## config.mk

```make
export PLATFORM = sky130hd
export DESIGN_NAME = count_sequencer
export DESIGN_NICKNAME = d
export VERILOG_FILES = /design/src/rtl/count_sequencer.sv
export SDC_FILE = /design/constraint.sdc
export NUM_CORES = 1
export LEC_CHECK = 0
export CORE_UTILIZATION = 45
export DETAILED_ROUTE_END_ITERATION = 7
export PLACE_DENSITY = 0.79
export RECOVER_POWER = 25
export SLEW_MARGIN = 20
export SYNTH_ARGS = -nofsm -noshare
export SYNTH_HDL_FRONTEND = slang
export SYNTH_SLANG_ARGS = --single-unit
```

## constraint.sdc

```tcl
create_clock -name clk -period 2.3 [get_ports clk]
set_clock_uncertainty 0.1 [all_clocks]
set_input_delay 0.345 -clock clk [delete_from_list [all_inputs] [get_ports clk]]
set_output_delay 0.345 -clock clk [all_outputs]
set_load 0.05 [all_outputs]
```

## src/rtl/count_sequencer.sv

```systemverilog
// count_sequencer: programs an external loadable counter with a start value,
// lets it count up to a terminal value, and reports each completed period.
// Optional auto-reload repeats the period until an abort.
module count_sequencer #(
  parameter int unsigned WIDTH  = 8,
  parameter int unsigned PCNT_W = 8
) (
  input  logic              clk,
  input  logic              rst,
  input  logic              cmd_valid,
  output logic              cmd_ready,
  input  logic [WIDTH-1:0]  cmd_start,
  input  logic [WIDTH-1:0]  cmd_end,
  input  logic              cmd_reload,
  input  logic              hold,
  input  logic              abort,
  output logic              ld,
  output logic              en,
  output logic [WIDTH-1:0]  input_value,
  input  logic [WIDTH-1:0]  counter,
  output logic              busy,
  output logic              done,
  output logic              aborted,
  output logic [PCNT_W-1:0] period_cnt
);

  typedef enum logic [1:0] {
    StIdle,
    StLoad,
    StCount
  } state_e;

  localparam logic [PCNT_W-1:0] PcntOne = {{(PCNT_W-1){1'b0}}, 1'b1};

  state_e             state_q, state_d;
  logic [WIDTH-1:0]   start_q, start_d;
  logic [WIDTH-1:0]   end_q, end_d;
  logic               reload_q, reload_d;
  logic               done_q, done_d;
  logic               aborted_q, aborted_d;
  logic [PCNT_W-1:0]  period_cnt_q, period_cnt_d;

  logic at_end;

  // Terminal detection is independent of hold: a frozen counter already at
  // the end value still completes the period.
  assign at_end = (counter == end_q);

  // Next-state, command capture and completion/abort bookkeeping.
  always_comb begin
    state_d      = state_q;
    start_d      = start_q;
    end_d        = end_q;
    reload_d     = reload_q;
    done_d       = 1'b0;
    aborted_d    = 1'b0;
    period_cnt_d = period_cnt_q;

    unique case (state_q)
      StIdle: begin
        // abort has no meaning here; only a command moves us on.
        if (cmd_valid) begin
          start_d      = cmd_start;
          end_d        = cmd_end;
          reload_d     = cmd_reload;
          period_cnt_d = '0;
          state_d      = StLoad;
        end
      end
      StLoad: begin
        if (abort) begin
          aborted_d = 1'b1;
          state_d   = StIdle;
        end else begin
          state_d = StCount;
        end
      end
      StCount: begin
        // Abort wins over a coinciding terminal: no done, no count.
        if (abort) begin
          aborted_d = 1'b1;
          state_d   = StIdle;
        end else if (at_end) begin
          done_d = 1'b1;
          if (period_cnt_q != '1) begin
            period_cnt_d = period_cnt_q + PcntOne;
          end
          state_d = reload_q ? StLoad : StIdle;
        end
      end
      default: state_d = StIdle;
    endcase
  end

  // Counter control is combinational so abort/hold take effect in the same cycle.
  always_comb begin
    cmd_ready   = (state_q == StIdle);
    busy        = (state_q != StIdle);
    ld          = (state_q == StLoad) && !abort;
    en          = (state_q == StCount) && !abort && !hold && !at_end;
    input_value = start_q;
    done        = done_q;
    aborted     = aborted_q;
    period_cnt  = period_cnt_q;
  end

  // State and captured command registers.
  always_ff @(posedge clk or negedge rst) begin
    if (!rst) begin
      state_q      <= StIdle;
      start_q      <= '0;
      end_q        <= '0;
      reload_q     <= 1'b0;
      done_q       <= 1'b0;
      aborted_q    <= 1'b0;
      period_cnt_q <= '0;
    end else begin
      state_q      <= state_d;
      start_q      <= start_d;
      end_q        <= end_d;
      reload_q     <= reload_d;
      done_q       <= done_d;
      aborted_q    <= aborted_d;
      period_cnt_q <= period_cnt_d;
    end
  end

endmodule

```

==> After elaboration in Yosys (flattened, before gate mapping) <==
Index checks and enable logic that the tools add are counted.
{ "totals": {"wordCells": 47, "input_bits": 30, "ff_bits": 29, "output_inout_bits": 22} }
{ "classes": {"addsub": 1, "eq_ne": 9, "mux": 16, "reduce_logical": 14} }
{ "op_table": {"columns": ["operator", "n"], "rows": [
  ["$mux 8", 4],
  ["$pmux 8 s2", 1],
  ["$add 8x1->8 const B", 1],
  ["$eq 8x8->1", 1],
  ["$mux 2", 4],
  ["$ne 2x2->1 const B", 4],
  ["$ne 8x8->1 const B", 1],
  ["$mux 1", 6],
  ["$pmux 2 s3", 1],
  ["$reduce_and 5->1", 1],
  ["$logic_and 1x1->1", 4],
  ["$reduce_and 2->1", 2],
  ["$reduce_bool 2->1", 2],
  ["$logic_not 1->1", 3],
  ["$ne 3x3->1 const B", 1],
  ["$eq 2x1->1 const B", 1],
  ["$eq 2x2->1 const B", 1],
  ["$logic_not 2->1", 1],
  ["$reduce_or 2->1", 1]
]} }

==> Longest topological paths before layout <==
{ "depth": {"ltp_word": 5, "ltp_mapped": 8} }

==> Worst setup path after synthesis <==
OpenSTA, ideal clock, no wires.
{ "synth_path": {"path_type": "register to register", "startpoint": "reg state_q[0]", "endpoint": "reg period_cnt_q[6] (netlist: period_cnt[6])", "path_buffers": 0, "t_arrival_ns": 1.921, "setup_ns": 0.087, "path_stages_with_launch": 8, "setup_slack_ns": 0.192, "synth_period_minus_slack_ns": 2.108, "cell_sequence": "dfrtp_1 inv_1 ha_1 nor2b_1 nor4b_1 nand4_1 or3_1 o211ai_1"} }
{ "synth_between": {"elab_chain_len": 3} }
{ "synth_rtl": {"columns": ["item", "line", "rtl"], "rows": [
  ["start: declaration", "35", "state_e state_q, state_d;"],
  ["start signal: assignment", "110", "state_q <= StIdle;"],
  ["start signal: assignment", "118", "state_q <= state_d;"],
  ["$logic_not 2->1 *", null, null],
  ["named net cmd_ready", "11", "output logic cmd_ready,"],
  ["$ne 2x2->1 (no line) / $reduce_bool 2->1 (equally long branches)", null, null],
  ["$reduce_and 5->1 (no line)", null, null],
  ["end signal: assignment", "124", "period_cnt_q <= period_cnt_d;"],
  ["end: declaration", "41", "logic [PCNT_W-1:0] period_cnt_q, period_cnt_d;"]
]} }
Mark *: on every way through the listed nets, which the timed path passes. The rest lies on a longest branch.
A chain may end at the register's enable or synchronous reset.

==> Worst setup path in the final report <==
{ "layout_path": {"startpoint": "in counter[2]", "endpoint": "out en"} }
{ "layout_between": {"elab_chain_len": 3} }
{ "layout_rtl": {"columns": ["item", "line", "rtl"], "rows": [
  ["start: declaration", "20", "input logic [WIDTH-1:0] counter,"],
  ["$eq 8x8->1", "47", "assign at_end = (counter == end_q);"],
  ["$logic_not 1->1", "100", "en = (state_q == StCount) && !abort && !hold && !at_end;"],
  ["$logic_and 1x1->1", "100", null],
  ["end: declaration", "18", "output logic en,"]
]} }
Every way passes these cells.

==> results.sh <==
export IMPL_intPower_mw=1.481
export IMPL_max_freq_mhz=451.8
export IMPL_relSlewSlack_pct=-3.103
export IMPL_grt_max_degree=30
export IMPL_final_util_pct=72.84
export IMPL_clockBufferDepth=2
export IMPL_syn_num_nets=168
export IMPL_firstDrtPassIters=6
export IMPL_synth_cells=133
export IMPL_die_w_um=60.29
export IMPL_setup_worst_path_class="in -> out"
export IMPL_grt_pass1_wl_mm=5.533
export IMPL_dp_hpwl_mm=2.581
export IMPL_fin_cells=244
export IMPL_ys_async_sr_fraction_pct=100.0
export IMPL_synthSimpleGateAreaFrac_pct=14.81
export IMPL_drive_gt1_share_pct=26.00
export IMPL_path_max_fanout=4
export IMPL_drc=0
export IMPL_synth_top_family_by_area="simple AND/OR/NAND/NOR gates"
export IMPL_clockRootBuffer="clkbuf_4"
export IMPL_vias_per_cell=5.279
export IMPL_synth_edf_count=0
export IMPL_yosys_register_bits=29
export IMPL_maxCapViolations=1
export IMPL_synth_ff_type="dfrtp_1"
export IMPL_gr_total_overflow=0
export IMPL_num_vias=1288
export IMPL_crit_arrival_ns=1.77
export IMPL_setup_viol=0
export IMPL_slew_viol_final=30
export IMPL_dp_cells=236
export IMPL_tritoncts="built"
export IMPL_min_period_ns=2.213
export IMPL_initial_core_util_pct=48.88
export IMPL_drt_iter0_markers=48
export IMPL_p_comb_share_pct=54.8
export IMPL_final_hold_violation_count=0
export IMPL_synth_xor_area_share_pct=4.583
export IMPL_antenna_found_initial=0
export IMPL_synthMuxAreaShare_pct=14.57
export IMPL_multiInputGateArea_um2=774.5
export IMPL_ir_drop_mv=0.8248
export IMPL_r2r_cells=7
export IMPL_hold_buffers=0
export IMPL_leakagePower_nw=0.9432
export IMPL_p_seq_share_pct=31.7
export IMPL_timing_final_crit_share_pct=96.23
export IMPL_ys_seq_area_share_pct=47.46
export IMPL_ys_warn_count=0
export IMPL_endpoint_kind="output pin"
export IMPL_worst_pin_slew_ns=1.547
export IMPL_die_h_um=60.29
export IMPL_status="finished with violations"
export IMPL_clock_sinks=29
export IMPL_clkPwrFrac_pct=13.6
export IMPL_holdWs_ns=0.4122
export IMPL_avgSynthCellArea_um2=11.50
export IMPL_diodes=0
export IMPL_routabilityCongestion=0.8408
export IMPL_synth_compound_area_share_pct=10.80
export IMPL_clk_pin_slew_ns=0.09
export IMPL_dieArea_um2=3635
export IMPL_first_global_vias=1363
export IMPL_io_pins=52
export IMPL_power_density_nw_per_um2=1138
export IMPL_area_growth_pct=49.02
export IMPL_wirelength_mm=3.306
export IMPL_whs_path_depth=1
export IMPL_io_buffer_count=51
export IMPL_ys_types=38
export IMPL_coreArea_um2=3128
export IMPL_hp_class="reg -> reg"
export IMPL_violations="max-capacitance violations, max-slew violations"
export IMPL_cp_start_kind="primary input"
export IMPL_rows=20
export IMPL_fin_total_pwr_mw=2.592
export IMPL_h_tree_depth=2
export IMPL_setup_ws_ns=0.08661
export IMPL_seq_area_um2=725.7
export IMPL_clk_latency_ns=0.33
export IMPL_rsz0062_at_grt="no"
export IMPL_drt_antenna_violating_nets=0
export IMPL_nFillCells=247
export IMPL_syn_area_um2=1529
export IMPL_p_sw_mw=1.111
export IMPL_cts_made_buffers=5
export IMPL_nets=234
export IMPL_synthAdderAreaFrac_pct=4.092
export IMPL_place_ws_ns=-0.04496
export IMPL_grtUsageTotal_pct=21.04
export IMPL_post_drt_wl_per_cell_um=13.55
export IMPL_required_ns=1.86
export IMPL_p_sw_share_pct=42.85
## layout by cell type, fill, tap and decap left out, drive strengths merged, types with 2 or more instances in the layout
cell type	count
nor2	5
clkdlybuf4s50	46
dfrtp	29
inv	9
a21oi	2
nor2b	3
nand2b	3
ha	5
nor4	2
o311ai	3
o31ai	2
nand3	2
clkbuf	8
buf	16
nand2	11
xor2	8
o21ai	2
mux2	18
o211ai	6
mux2i	2
## cell type report
type | count | area share (%)
multi-input cells | 90 | 33.99
flip-flops and latches | 29 | 31.85
repair buffers | 64 | 27.18
clock buffers | 7 | 2.856
well taps | 44 | 2.416
inverters | 9 | 1.483
clock inverters | 1 | 0.2197
## metrics by stage
stage / TNS, ns / area, µm²
after floorplan: 0 / 1529
after global placement: -0.01834 / 2185
after detailed placement: -0.05538 / 2185
after CTS: 0 / 2257
after global routing: 0 / 2278
final: 0 / 2278
## cells by family (layout without fill, tap and decap cells)
kind of cell,count (synthesis),count (layout)
fa+ha+maj,5,5
xor+xnor,8,8
mux,20,20
simple gates,36,36
buf+inv,14,81
flops,29,29
compound gates,21,21
## power groups by stage
stage	clock network, mW	registers (mW)	logic (mW)
after floorplan	0	1.12	0.630
final	0.352	0.820	1.42
after global placement	0	0.812	1.37
after global routing	0.383	0.847	1.50
after CTS	0.368	0.815	1.42
after detailed placement	0	0.826	1.41
## cells in the mapped netlist (2+ instances only)
master / count / area share (%)
mux2_2: 18 / 13
nor2b_1: 3 / 1.2
xor2_1: 8 / 4.6
nand2b_1: 3 / 1.2
o311ai_1: 2 / 1.1
mux2i_1: 2 / 1.3
o31ai_1: 2 / 0.98
ha_1: 5 / 4.1
o211ai_1: 5 / 2.5
nor4_4: 2 / 2.8
dfrtp_1: 29 / 47
inv_1: 9 / 2.2
a21oi_1: 2 / 0.65
nand3_1: 2 / 0.65
nand2_1: 11 / 2.7
nor2_1: 5 / 1.2
clkbuf_1: 4 / 0.98
## worst max-delay path: stages
cell and delay (ns):
clkdlybuf4s50_1 0.45, xor2_2 0.18, nor4_4 0.29, buf_4 0.16, nand2_2 0.07, nand2_1 0.09
nor2_2 0.05, buf_12 0.14
## flip-flops by register name, summed over array words and instances (netlist names)
name         count
state_q          2
done             1
aborted          1
period_cnt       8
end_q            8
input_value      8
reload_q         1
## routing by layer
metal	GRT usage (%)	vias to the layer above	share of wire [%]
met5	0	-	0
met4	8.638	0	1.0
met3	7.359	4	6.7
met2	38.46	41	53
met1	21.43	639	39
li1	-	604	-
## worst paths after layout
check	slack, ns	endpoint	start
hold reg to reg	0.41	input_value[7]$_DFFE_PN0P_	input_value[7]$_DFFE_PN0P_
min in group asynchronous	0.83	input_value[3]$_DFFE_PN0P_	rst
hold / removal	0.41	input_value[7]$_DFFE_PN0P_	input_value[7]$_DFFE_PN0P_
max in group asynchronous	0.38	state_q[1]$_DFFE_PN0P_	rst
setup / recovery	0.09	en	counter[2]
setup reg to reg	0.29	period_cnt[6]$_DFFE_PN0P_	state_q[0]$_DFFE_PN0P_
## what timing repair did
| action | in CTS | in global routing |
|---|---|---|
| resized for setup | 1 | 5 |
| pin swaps | 0 | 2 |
| setup buffers | 0 | 0 |
| cloned | 0 | 0 |
| setup endpoints to repair | 1 | 1 |
Power figures use the tool's default switching activity.
